**src/rtl/imem_loader_pkg.sv**
```systemverilog
// Shared types and constants for the instruction-memory loader.
package imem_loader_pkg;

    localparam int BYTE_W    = 8;
    localparam int MAX_WORDS = 255;

    typedef enum logic [2:0] {
        ST_IDLE,
        ST_COUNT,
        ST_DATA,
        ST_CHECK,
        ST_DONE,
        ST_ERROR
    } state_t;

    // A word count is usable when it is non-zero and fits the memory.
    function automatic logic count_ok(input logic [BYTE_W-1:0] n, input int num_words);
        return (n != '0) && (32'(n) <= num_words);
    endfunction

endpackage

```
**src/rtl/imem_loader_word_assembler.sv**
```systemverilog
// Little-endian byte-to-word assembler: the first byte of a word lands in
// bits 7:0. word_valid_o fires combinationally with the last byte of a word
// so the caller can register the write in the same edge the byte is taken.
module word_assembler
    import imem_loader_pkg::*;
#(
    parameter int DATAWIDTH = 32
) (
    input  logic                 clk_i,
    input  logic                 rst_i,
    input  logic                 clr_i,
    input  logic                 byte_valid_i,
    input  logic [BYTE_W-1:0]    byte_i,
    output logic                 word_valid_o,
    output logic [DATAWIDTH-1:0] word_o
);

    localparam int BYTES = DATAWIDTH / BYTE_W;
    localparam int CW    = (BYTES > 1) ? $clog2(BYTES) : 1;

    logic [CW-1:0]        cnt;
    logic [DATAWIDTH-1:0] shreg;
    logic                 last;

    assign last         = (cnt == CW'(BYTES - 1));
    assign word_valid_o = byte_valid_i && last;

    generate
        if (BYTES == 1) begin : g_single
            assign word_o = byte_i;
        end else begin : g_multi
            assign word_o = {byte_i, shreg[DATAWIDTH-1:BYTE_W]};
        end
    endgenerate

    // Shift bytes in from the top; clearing drops any partial word.
    always_ff @(posedge clk_i) begin
        if (rst_i || clr_i) begin
            cnt   <= '0;
            shreg <= '0;
        end else if (byte_valid_i) begin
            shreg <= word_o;
            cnt   <= last ? '0 : cnt + CW'(1);
        end
    end

endmodule

```
**src/rtl/imem_loader.sv**
```systemverilog
// Instruction-memory loader: count byte, N little-endian words, then (with
// IMEM_LOADER_CHECKSUM_EN defined) an XOR checksum byte. Holds the core in
// reset until the image is complete.
module imem_loader
    import imem_loader_pkg::*;
#(
    parameter int NUMWORDS  = 32,
    parameter int DATAWIDTH = 32
) (
    input  logic                 clk_i,
    input  logic                 rst_i,
    input  logic                 start_i,
    input  logic                 in_valid_i,
    input  logic [7:0]           in_data_i,
    output logic                 in_ready_o,
    output logic                 we_o,
    output logic [31:0]          waddr_o,
    output logic [DATAWIDTH-1:0] wdata_o,
    output logic                 cpu_rst_o,
    output logic                 done_o,
    output logic                 error_o
);

    localparam int BYTES = DATAWIDTH / BYTE_W;

    state_t               state, state_nxt;
    logic [7:0]           n_words;
    logic [7:0]           widx;
    logic                 fire;
    logic                 data_fire;
    logic                 word_valid;
    logic                 last_word;
    logic [DATAWIDTH-1:0] word;
`ifdef IMEM_LOADER_CHECKSUM_EN
    logic [7:0]           csum;
`endif

    assign in_ready_o = (state == ST_COUNT) || (state == ST_DATA) || (state == ST_CHECK);
    assign fire       = in_valid_i && in_ready_o;
    assign data_fire  = fire && (state == ST_DATA);
    assign last_word  = word_valid && ((widx + 8'd1) == n_words);

    word_assembler #(.DATAWIDTH(DATAWIDTH)) u_asm (
        .clk_i        (clk_i),
        .rst_i        (rst_i),
        .clr_i        (state != ST_DATA),
        .byte_valid_i (data_fire),
        .byte_i       (in_data_i),
        .word_valid_o (word_valid),
        .word_o       (word)
    );

    // State register.
    always_ff @(posedge clk_i) begin
        if (rst_i) state <= ST_IDLE;
        else       state <= state_nxt;
    end

    // Next-state decode.
    always_comb begin
        state_nxt = state;
        case (state)
            ST_IDLE:  if (start_i) state_nxt = ST_COUNT;
            ST_COUNT: if (fire) state_nxt = count_ok(in_data_i, NUMWORDS) ? ST_DATA : ST_ERROR;
`ifdef IMEM_LOADER_CHECKSUM_EN
            ST_DATA:  if (last_word) state_nxt = ST_CHECK;
            ST_CHECK: if (fire) state_nxt = (in_data_i == csum) ? ST_DONE : ST_ERROR;
`else
            ST_DATA:  if (last_word) state_nxt = ST_DONE;
`endif
            ST_DONE,
            ST_ERROR: if (start_i) state_nxt = ST_COUNT;
            default:  state_nxt = ST_IDLE;
        endcase
    end

    // Write port, word index and status flags. Flags follow the settled
    // state, so done_o rises one edge after the final write is issued and
    // drops in the very next cycle when a restart leaves DONE.
    always_ff @(posedge clk_i) begin
        if (rst_i) begin
            n_words   <= '0;
            widx      <= '0;
            we_o      <= 1'b0;
            waddr_o   <= '0;
            wdata_o   <= '0;
            cpu_rst_o <= 1'b1;
            done_o    <= 1'b0;
            error_o   <= 1'b0;
        end else begin
            we_o <= word_valid;
            if (word_valid) begin
                waddr_o <= 32'(widx) * 32'(BYTES);
                wdata_o <= word;
                widx    <= widx + 8'd1;
            end
            if ((state == ST_COUNT) && fire) begin
                n_words <= in_data_i;
                widx    <= '0;
            end
            cpu_rst_o <= !((state == ST_DONE) && (state_nxt == ST_DONE));
            done_o    <= (state == ST_DONE) && (state_nxt == ST_DONE);
            error_o   <= (state == ST_ERROR) && (state_nxt == ST_ERROR);
        end
    end

`ifdef IMEM_LOADER_CHECKSUM_EN
    // Running XOR of data bytes; the count byte is not included.
    always_ff @(posedge clk_i) begin
        if (rst_i || (state == ST_COUNT)) csum <= '0;
        else if (data_fire)               csum <= csum ^ in_data_i;
    end
`endif

endmodule
```
**config.mk**
```make
export PLATFORM = sky130hd
export DESIGN_NAME = imem_loader
export DESIGN_NICKNAME = d
export VERILOG_FILES = /design/src/rtl/imem_loader_pkg.sv /design/src/rtl/imem_loader_word_assembler.sv /design/src/rtl/imem_loader.sv
export SDC_FILE = /design/constraint.sdc
export NUM_CORES = 1
export LEC_CHECK = 0
export CORE_MARGIN = 2
export CORE_UTILIZATION = 45
export DETAILED_ROUTE_END_ITERATION = 10
export PLACE_DENSITY = 0.74
export SYNTH_ARGS = -nofsm -noshare
export SYNTH_HDL_FRONTEND = slang
export SYNTH_SLANG_ARGS = --single-unit
```
**constraint.sdc**
```tcl
create_clock -name clk_i -period 2.2 [get_ports clk_i]
set_input_delay 0.44 -clock clk_i [delete_from_list [all_inputs] [get_ports clk_i]]
set_output_delay 0.44 -clock clk_i [all_outputs]
set_load 0.1 [all_outputs]
```
==> run_results.csv, run 1 <==
group,metric,value,unit
detailed_routing,via_count,2787,
timing,tightest_slew,0.646,ns
synthesis,synth-xor-area-share,3.94,%
timing,finalSetupViolations,0,
pwr,p_leak,1.77,nW
timing,finalSetupTns,0,ns
clocking,clock_latency,0.36,ns
synthesis,synth_area_per_cell,9.14,µm²
final_layout,diodes,0,
timing,relSlewSlack,56.9,%
worst_setup_path,crit_slowest_cell,"dfxtp_1",
pwr,p_comb_share,10.8,%
detailed_routing,wirelength,7.69,mm
worst_setup_path,arrival,2.27,ns
placed_design,dp_hpwl,5.39,mm
grt,met1_usage,26.8,%
final_layout,area_delta_synth_final,19.8,%
timing,whs,0.458,ns
synthesis,ys.flop_type,"dfxtp_1",
synthesis,synth_top_family_by_area,"simple AND/OR/NAND/NOR gates",
detailed_routing,final_antenna_net_count,0,
synthesis,yosys.area_share.simple,17.9,%
worst_setup_path,worst_path_largest_cell_delay,0.40,ns
grt,grt_pass1_vias,2497,
outcome,outcome,"complete, no violations",
die,initial_utilization,46.2,%
synthesis,yosysTopAreaCell,"dfxtp_1",
clocking,hold_buffers,0,
clocking,cts_tree,"built",
clocking,htreeDepth,3,
detailed_routing,via_per_inst,5.01,
die,die_area,8630,µm²
grt,grt_use_met3,4.48,%
placed_design,gp_congestion,0.806,
synthesis,synthMuxAreaShare,2.82,%
die,die_w,92.9,µm
grt,grt_max_degree,36,
synthesis,syn_inst,389,
worst_setup_path,crit_type,"reg -> reg",
die,rows,32,
clocking,clkTransAtPathRegs,0.09,ns
timing,fin_crit,2.02,ns
detailed_routing,drt_iter0_markers,153,
clocking,numCtsBuffers,9,
timing,finalMaxSlewViolations,0,
pwr,seqPwrFrac,54.6,%
run,cap_violations,0,
worst_setup_path,cp.required,2.45,ns
worst_hold_path,worstHoldPathType,"reg -> reg",
synthesis,yosysWarnings,0,
worst_setup_path,worstPathCellList,"ha_1 -> nand3_1 -> or3_1 -> a211oi_1 -> o2111ai_1 -> and3_1",
placed_design,numPortBuffers,56,
clocking,cts_sinks,89,
die,ios,81,
final_layout,multiInputGateArea,1550,µm²
pwr,power_density,701,nW/µm²
pwr,peakVddDrop,0.488,mV
pwr,internal_power,2.11,mW
detailed_routing,dr.pass1.iters,4,
worst_setup_path,worstSetupEndpointType,"flip-flop",
timing,fin_crit_sh,91.8,%
pwr,swShare,29.4,%
grt,grt-busiest-layer,"met2",
grt,grt_util_met2,27.0,%
pwr,clkPwrFrac,34.6,%
final_layout,final_util,55.4,%
pwr,p_switching,0.878,mW
clocking,cts_root_buf,"clkbuf_8",
grt,track_usage,18.4,%
synthesis,synth_edf_count,0,
final_layout,fillers,717,
final_layout,drive_gt1_share,25.6,%
clocking,cts_setup_buffers,0,
detailed_routing,wl_per_cell,13.8,µm
synthesis,ys_ff_latch,89,
placed_design,place_area,4080,µm²
synthesis,ys_top_cells_by_area,"dfxtp_1, nand2_1, o221a_2, a21oi_1, buf_4",
worst_setup_path,cp_max_fo,5,
die,coreArea,7690,µm²
timing,fmax,495,MHz
timing,hold_viol_final,0,
synthesis,syn-cell-area,3550,µm²
clocking,cts_max_path_buffers,2,
final_layout,seqCellArea,1780,µm²
detailed_routing,drc,0,
grt,grt_pass1_wl,12.6,mm
timing,clock-skew-final,0.0138,ns
final_layout,final_nets,463,
clocking,post_cts_resized,0,
synthesis,synth_cell_types,38,
die,die_h,92.9,µm
final_layout,fin_area,4260,µm²
synthesis,synth-seq-area-share,50.1,%
final_layout,final_cell_mix,"dfxtp_1, nand2_1, buf_4",
final_layout,mostFrequentLayoutCell,"dfxtp_1",
grt,antenna_found_initial,0,
synthesis,synth-compound-area-share,15.8,%
worst_setup_path,cp-start-kind,"flip-flop",
grt,grt_overflow,0,
timing,rsz0062_at_grt,"no",
synthesis,synth_fa_ha_area_share,0.704,%
synthesis,synthArstFlopShare,0,%
synthesis,synth.top_cell.area_share,50.1,%
## state kept, by name (all words and copies together) (netlist names)
name	count
cpu_rst_o	1
done_o	1
error_o	1
n_words	8
state	3
u_asm.cnt	2
u_asm.shreg	24
waddr_o	8
wdata_o	32
we_o	1
widx	8
## area by class of cell
cell class | count | area share [%]
flip-flops and latches | 89 | 41.8
multi-input cells | 271 | 36.5
repair buffers | 75 | 14.3
clock buffers | 10 | 3.00
well taps | 102 | 3.00
clock inverters | 6 | 1.12
inverters | 3 | 0.264
## synth_stat cells (3+ instances only)
library cell  instances
nor3_1                3
mux2i_1              10
clkbuf_1             12
dfxtp_1              89
nand2b_1              4
or3_1                 3
nor3_2                3
nand3_1               4
buf_4                26
nand2_1              86
a21oi_1              42
xnor2_1              11
nor4_1                3
xor2_1                5
o221a_2              25
buf_2                11
nor2_1               23
o21ai_0               4
## through the flow
stage               cells  total power [mW]  setup slack (ns)
floorplan             412              1.95            0.0327
global placement      540              1.98           0.00828
detailed placement    540              1.99           -0.0157
CTS                   556              3.00             0.198
global route          556              3.10            0.0503
finish                556              2.98             0.181
## power by group through the flow
stage / Clock, mW / Sequential (mW) / Combinational (mW)
after global placement: 0 / 1.67 / 0.318
after global routing: 1.13 / 1.63 / 0.335
after floorplan: 0 / 1.67 / 0.284
after CTS: 1.05 / 1.63 / 0.320
final: 1.03 / 1.63 / 0.321
after detailed placement: 0 / 1.67 / 0.319
## kinds of logic after synthesis
logic type               count (synthesis)
AND/OR/NAND/NOR                        142
flip-flops                              89
AO/OA/AOI/OAI                           77
buffers and inverters                   52
XOR/XNOR                                16
multiplexers                            10
adder cells (fa/ha/maj)                  2
other                                    1
## layer usage
metal  vias up  part of all wire, %
met5         -                    0
met4         0                  1.0
met3         6                  5.3
met2        78                   44
met1      1306                   50
li1       1397                    -
## critical path, delay by kind of cell (launching register included)
family                     cells  cell delay [ns]
AOI/OAI and AO/OA              2             0.54
adders and majority gates      1             0.25
DFF                            1             0.40
and+or+nand+nor                3             0.73
## path summary, 6_finish.rpt
kind / cells after the start / start / slack [ns] / to
worst min register to register: 2 / wdata_o[1] / 0.46 / wdata_o[1]
worst min-delay path: 2 / wdata_o[1] / 0.46 / wdata_o[1]
worst max-delay path: 6 / widx[1] / 0.18 / state[1]
worst max register to register: 6 / widx[1] / 0.18 / state[1]
Note: power is estimated with default switching activity, not from simulation.
==> run 2, diff against run 1 <==
REMOVE_ABC_BUFFERS = 1   (was not set)
==> run 2 against run 1 <==
  * Worst hold slack lost 0.029 ns
  * Cell area grew 1.1%
  * Critical path depth is the same
  * Critical endpoint unchanged
  * Total power grew 2.9%
  * Count of clock-buffer cells in the layout shrank 1
==> run_results.csv, run 2 (synthesis gave the netlist of run 1 again) <==
group,metric,value,unit
outcome,outcome,"complete, no violations",
pwr,seqPwrFrac,53.0,%
timing,clock-skew-final,0.0109,ns
worst_setup_path,worstPathCellList,"clkdlybuf4s50_1 -> or4_1 -> or3_1 -> nand3_2 -> o21ai_0 -> and3_1",
pwr,p_comb_share,10.5,%
worst_setup_path,cp.required,2.44,ns
placed_design,gp_congestion,0.810,
final_layout,mostFrequentLayoutCell,"dfxtp_1",
final_layout,final_nets,466,
final_layout,area_delta_synth_final,21.1,%
final_layout,final_util,56.0,%
clocking,htreeDepth,3,
final_layout,final_cell_mix,"dfxtp_1, nand2_1, buf_4",
clocking,clkTransAtPathRegs,0.09,ns
pwr,p_leak,1.80,nW
clocking,cts_max_path_buffers,2,
final_layout,diodes,0,
timing,finalSetupTns,0,ns
die,coreArea,7690,µm²
final_layout,reg_top3,"wdata_o x32, u_asm.shreg x24",
clocking,cts_tree,"built",
pwr,power_density,713,nW/µm²
clocking,cts_sinks,89,
detailed_routing,final_antenna_net_count,0,
worst_hold_path,worstHoldPathType,"in -> reg",
pwr,peakVddDrop,0.329,mV
grt,grt_pass1_vias,2584,
final_layout,largest_register_ffs,32,
detailed_routing,wl_per_cell,12.9,µm
placed_design,place_area,4110,µm²
grt,track_usage,17.5,%
worst_setup_path,worst_path_largest_cell_delay,0.59,ns
detailed_routing,via_per_inst,5.00,
die,initial_utilization,46.2,%
clocking,hold_buffers,0,
timing,worst_slack,0.316,ns
pwr,p_switching,0.854,mW
timing,fin_crit,1.88,ns
worst_setup_path,cp_max_fo,3,
worst_setup_path,crit_slowest_cell,"or4_1",
clocking,cts_root_buf,"clkbuf_8",
placed_design,dp_hpwl,4.98,mm
timing,fin_crit_sh,85.6,%
timing,finalMaxSlewViolations,0,
die,die_w,92.9,µm
timing,hold_viol_final,0,
detailed_routing,drc,0,
grt,grt_max_degree,44,
detailed_routing,dr.pass1.iters,4,
clocking,cts_setup_buffers,0,
clocking,numCtsBuffers,9,
clocking,post_cts_resized,0,
pwr,internal_power,2.22,mW
timing,rsz0062_at_grt,"no",
die,ios,81,
die,rows,32,
die,die_h,92.9,µm
grt,grt_pass1_wl,12.1,mm
final_layout,drive_gt1_share,26.3,%
timing,whs,0.429,ns
grt,grt_overflow,0,
final_layout,largest_register,"wdata_o",
final_layout,fin_area,4310,µm²
clocking,clock_latency,0.35,ns
pwr,power,3.07,mW
pwr,clkPwrFrac,36.4,%
placed_design,post-place-ws,-0.0443,ns
grt,antenna_found_initial,0,
timing,fmax,531,MHz
worst_setup_path,arrival,2.13,ns
final_layout,post_layout_nonfiller_instances,559,
placed_design,numPortBuffers,56,
worst_setup_path,crit_type,"in -> reg",
die,die_area,8630,µm²
worst_setup_path,cp-start-kind,"input pin",
detailed_routing,wirelength,7.22,mm
pwr,swShare,27.8,%
placed_design,dpl.cell_count,543,
detailed_routing,via_count,2795,
timing,finalSetupViolations,0,
detailed_routing,drt_iter0_markers,135,
run,cap_violations,0,
worst_setup_path,worstSetupEndpointType,"flip-flop",
run 2: cell count changes in the layout (fill, tap and decap cells not counted), sizes merged:
cell / before / now
clkbuf: 10 / 9
clkinv: 3 / 4
bufinv: 0 / 1
buf: 65 / 68
inv: 6 / 5
run 2: worst paths after layout:
check | end | slack (ns) | from | cells past startpoint
min reg2reg | wdata_o[3] | 0.45 | u_asm.shreg[11] | 2
max reg2reg | state[1] | 0.36 | widx[1] | 6
max | state[1] | 0.32 | in_data_i[1] | 6
min | n_words[3] | 0.43 | rst_i | 2
run 2: worst max-delay path: cells and delay by family:
kind | cells | cell delay [ns]
buffers and inverters | 1 | 0.41
AO/OA/AOI/OAI | 1 | 0.07
AND/OR/NAND/NOR | 4 | 1.21
run 2: power groups by stage:
stage	combinational (mW)	sequential, mW	clock [mW]
after floorplan	0.236	1.67	0
after global placement	0.322	1.67	0
after detailed placement	0.324	1.67	0
after CTS	0.324	1.63	1.15
after global routing	0.339	1.63	1.22
final	0.324	1.63	1.12
run 2: area by class of cell:
type                       instances  area, µm²
clock buffer                       9        124
sequential                        89       1780
multi-input combinational        271       1550
tap                              102        128
inverter                           3       11.3
fill                             745       3380
clock inverter                     7       75.1
timing repair buffer              78        633
run 2: routing by layer:
metal	vias up	global-route usage (%)	share of wire (%)	routed length, µm
li1	1408	-	-	-
met1	1307	23.1	49	3560
met2	71	27.5	44	3210
met3	9	3.25	4.8	347
met4	0	8.21	1.4	101
met5	-	0	0	0
==> run 3, diff against run 2 <==
GPL_ROUTABILITY_DRIVEN = 0   (was not set)
clock period = 1.85 ns   (was 2.2 ns; I/O delays follow)
==> run 3 against run 2 <==
  * Global-route usage up 1.8 points
  * Register-to-register slack worse by 0.25 ns
  * Clock power up 22%
  * Count of clock-buffer cells in the layout up 1
  * Critical path type unchanged
  * Critical endpoint unchanged
==> run_results.csv, run 3 (synthesis gave the netlist of run 1 again) <==
group,metric,value,unit
grt,grt_pass1_vias,2787,
final_layout,diodes,0,
clocking,clkTransAtPathRegs,0.09,ns
outcome,outcome,"complete, no violations",
grt,grt_max_degree,44,
timing,finalSetupViolations,0,
pwr,clkPwrFrac,37.0,%
grt,met1_usage,24.6,%
die,initial_utilization,46.2,%
pwr,p_switching,1.05,mW
timing,fin_crit_sh,97.8,%
final_layout,fillers,628,
die,die_w,92.9,µm
pwr,p_leak,1.96,nW
grt,grt_overflow,0,
worst_setup_path,cp_max_fo,3,
die,die_area,8630,µm²
detailed_routing,drc,0,
worst_setup_path,cp.required,2.11,ns
final_layout,mostFrequentLayoutCell,"dfxtp_1",
grt,antenna_found_initial,0,
grt,grt_util_met2,31.3,%
die,rows,32,
worst_setup_path,worstSetupEndpointType,"flip-flop",
timing,rsz0062_at_grt,"no",
timing,fin_crit,1.81,ns
timing,hold_viol_final,0,
pwr,power_density,754,nW/µm²
timing,fmax,553,MHz
final_layout,largest_register_ffs,32,
detailed_routing,final_antenna_net_count,0,
run,cap_violations,0,
detailed_routing,via_count,2902,
detailed_routing,via_per_inst,5.11,
clocking,cts_root_buf,"clkbuf_8",
worst_hold_path,worstHoldPathType,"in -> reg",
clocking,hold_buffers,0,
worst_setup_path,cp-start-kind,"input pin",
die,ios,81,
clocking,clock_latency,0.37,ns
final_layout,largest_register,"wdata_o",
timing,whs,0.332,ns
pwr,peakVddDrop,0.544,mV
final_layout,final_nets,475,
worst_setup_path,arrival,2.07,ns
clocking,numCtsBuffers,9,
timing,clock-skew-final,0.00956,ns
clocking,cts_max_path_buffers,2,
detailed_routing,wirelength,7.69,mm
grt,grt-busiest-layer,"met2",
grt,track_usage,19.2,%
placed_design,dp_hpwl,5.46,mm
final_layout,post_layout_nonfiller_instances,568,
timing,finalMaxSlewViolations,0,
grt,grt_use_met3,5.21,%
placed_design,numPortBuffers,56,
final_layout,final_cell_mix,"dfxtp_1, nand2_1, buf_12",
die,coreArea,7690,µm²
pwr,internal_power,2.65,mW
final_layout,drive_gt1_share,28.1,%
detailed_routing,dr.pass1.iters,4,
final_layout,area_delta_synth_final,38.2,%
detailed_routing,wl_per_cell,13.5,µm
pwr,seqPwrFrac,52.3,%
pwr,p_comb_share,10.7,%
grt,grt_pass1_wl,13.2,mm
clocking,cts_sinks,89,
placed_design,dpl.cell_count,552,
clocking,post_cts_resized,1,
clocking,htreeDepth,3,
clocking,cts_setup_buffers,0,
worst_setup_path,crit_type,"in -> reg",
detailed_routing,drt_iter0_markers,103,
clocking,cts_tree,"built",
pwr,swShare,28.4,%
final_layout,reg_top3,"wdata_o x32, u_asm.shreg x24",
die,die_h,92.9,µm
[run 3: per-stage QoR]
| stage | power, mW | util, % | TNS (ns) | cell area (µm²) | worst slack, ns |
|---|---|---|---|---|---|
| after floorplan | 2.26 | - | -19.99 | 3350 | -0.542 |
| after global placement | 2.37 | 61.1 | -2.15 | 4700 | -0.288 |
| after detailed placement | 2.37 | 61.1 | -3.75 | 4700 | -0.414 |
| after CTS | 3.73 | 63.8 | 0 | 4900 | 0.0203 |
| after global routing | 3.84 | 63.9 | 0 | 4910 | 0.0113 |
| final | 3.71 | 63.9 | 0 | 4910 | 0.0411 |
[run 3: power by group through the flow]
stage,sequential [mW],clock (mW),combinational (mW)
after global placement,1.98,0,0.387
after CTS,1.94,1.40,0.393
after detailed placement,1.98,0,0.391
after global routing,1.94,1.48,0.413
after floorplan,1.98,0,0.280
final,1.94,1.37,0.396
[run 3: path summary, 6_finish.rpt]
kind | startpoint | slack [ns] | depth (start not counted) | to
max | in_data_i[1] | 0.04 | 6 | state[1]
min | rst_i | 0.33 | 2 | n_words[5]
max reg2reg | widx[2] | 0.11 | 5 | state[1]
min reg2reg | u_asm.shreg[13] | 0.46 | 2 | wdata_o[5]
[run 3: area by class of cell]
class                      instances  area, µm²  area share, %
sequential                        89       1780           36.3
multi-input combinational        271       1560           31.8
timing repair buffer              87       1230           25.0
clock buffer                      10        128           2.60
tap                              102        128           2.60
clock inverter                     6       75.1           1.53
inverter                           3       11.3          0.229
[run 3: worst max-delay path, cell delays in order]
cell	delay [ns]
clkdlybuf4s50_1	0.42
or4_4	0.56
or3_1	0.35
nand3_2	0.12
o21ai_0	0.08
and3_1	0.17
[run 3: per-layer routing]
metal  wire length, µm  up-vias
li1                  -     1425
met1              3460     1376
met2              3680       85
met3               418       16
met4               129        0
met5                 0        -
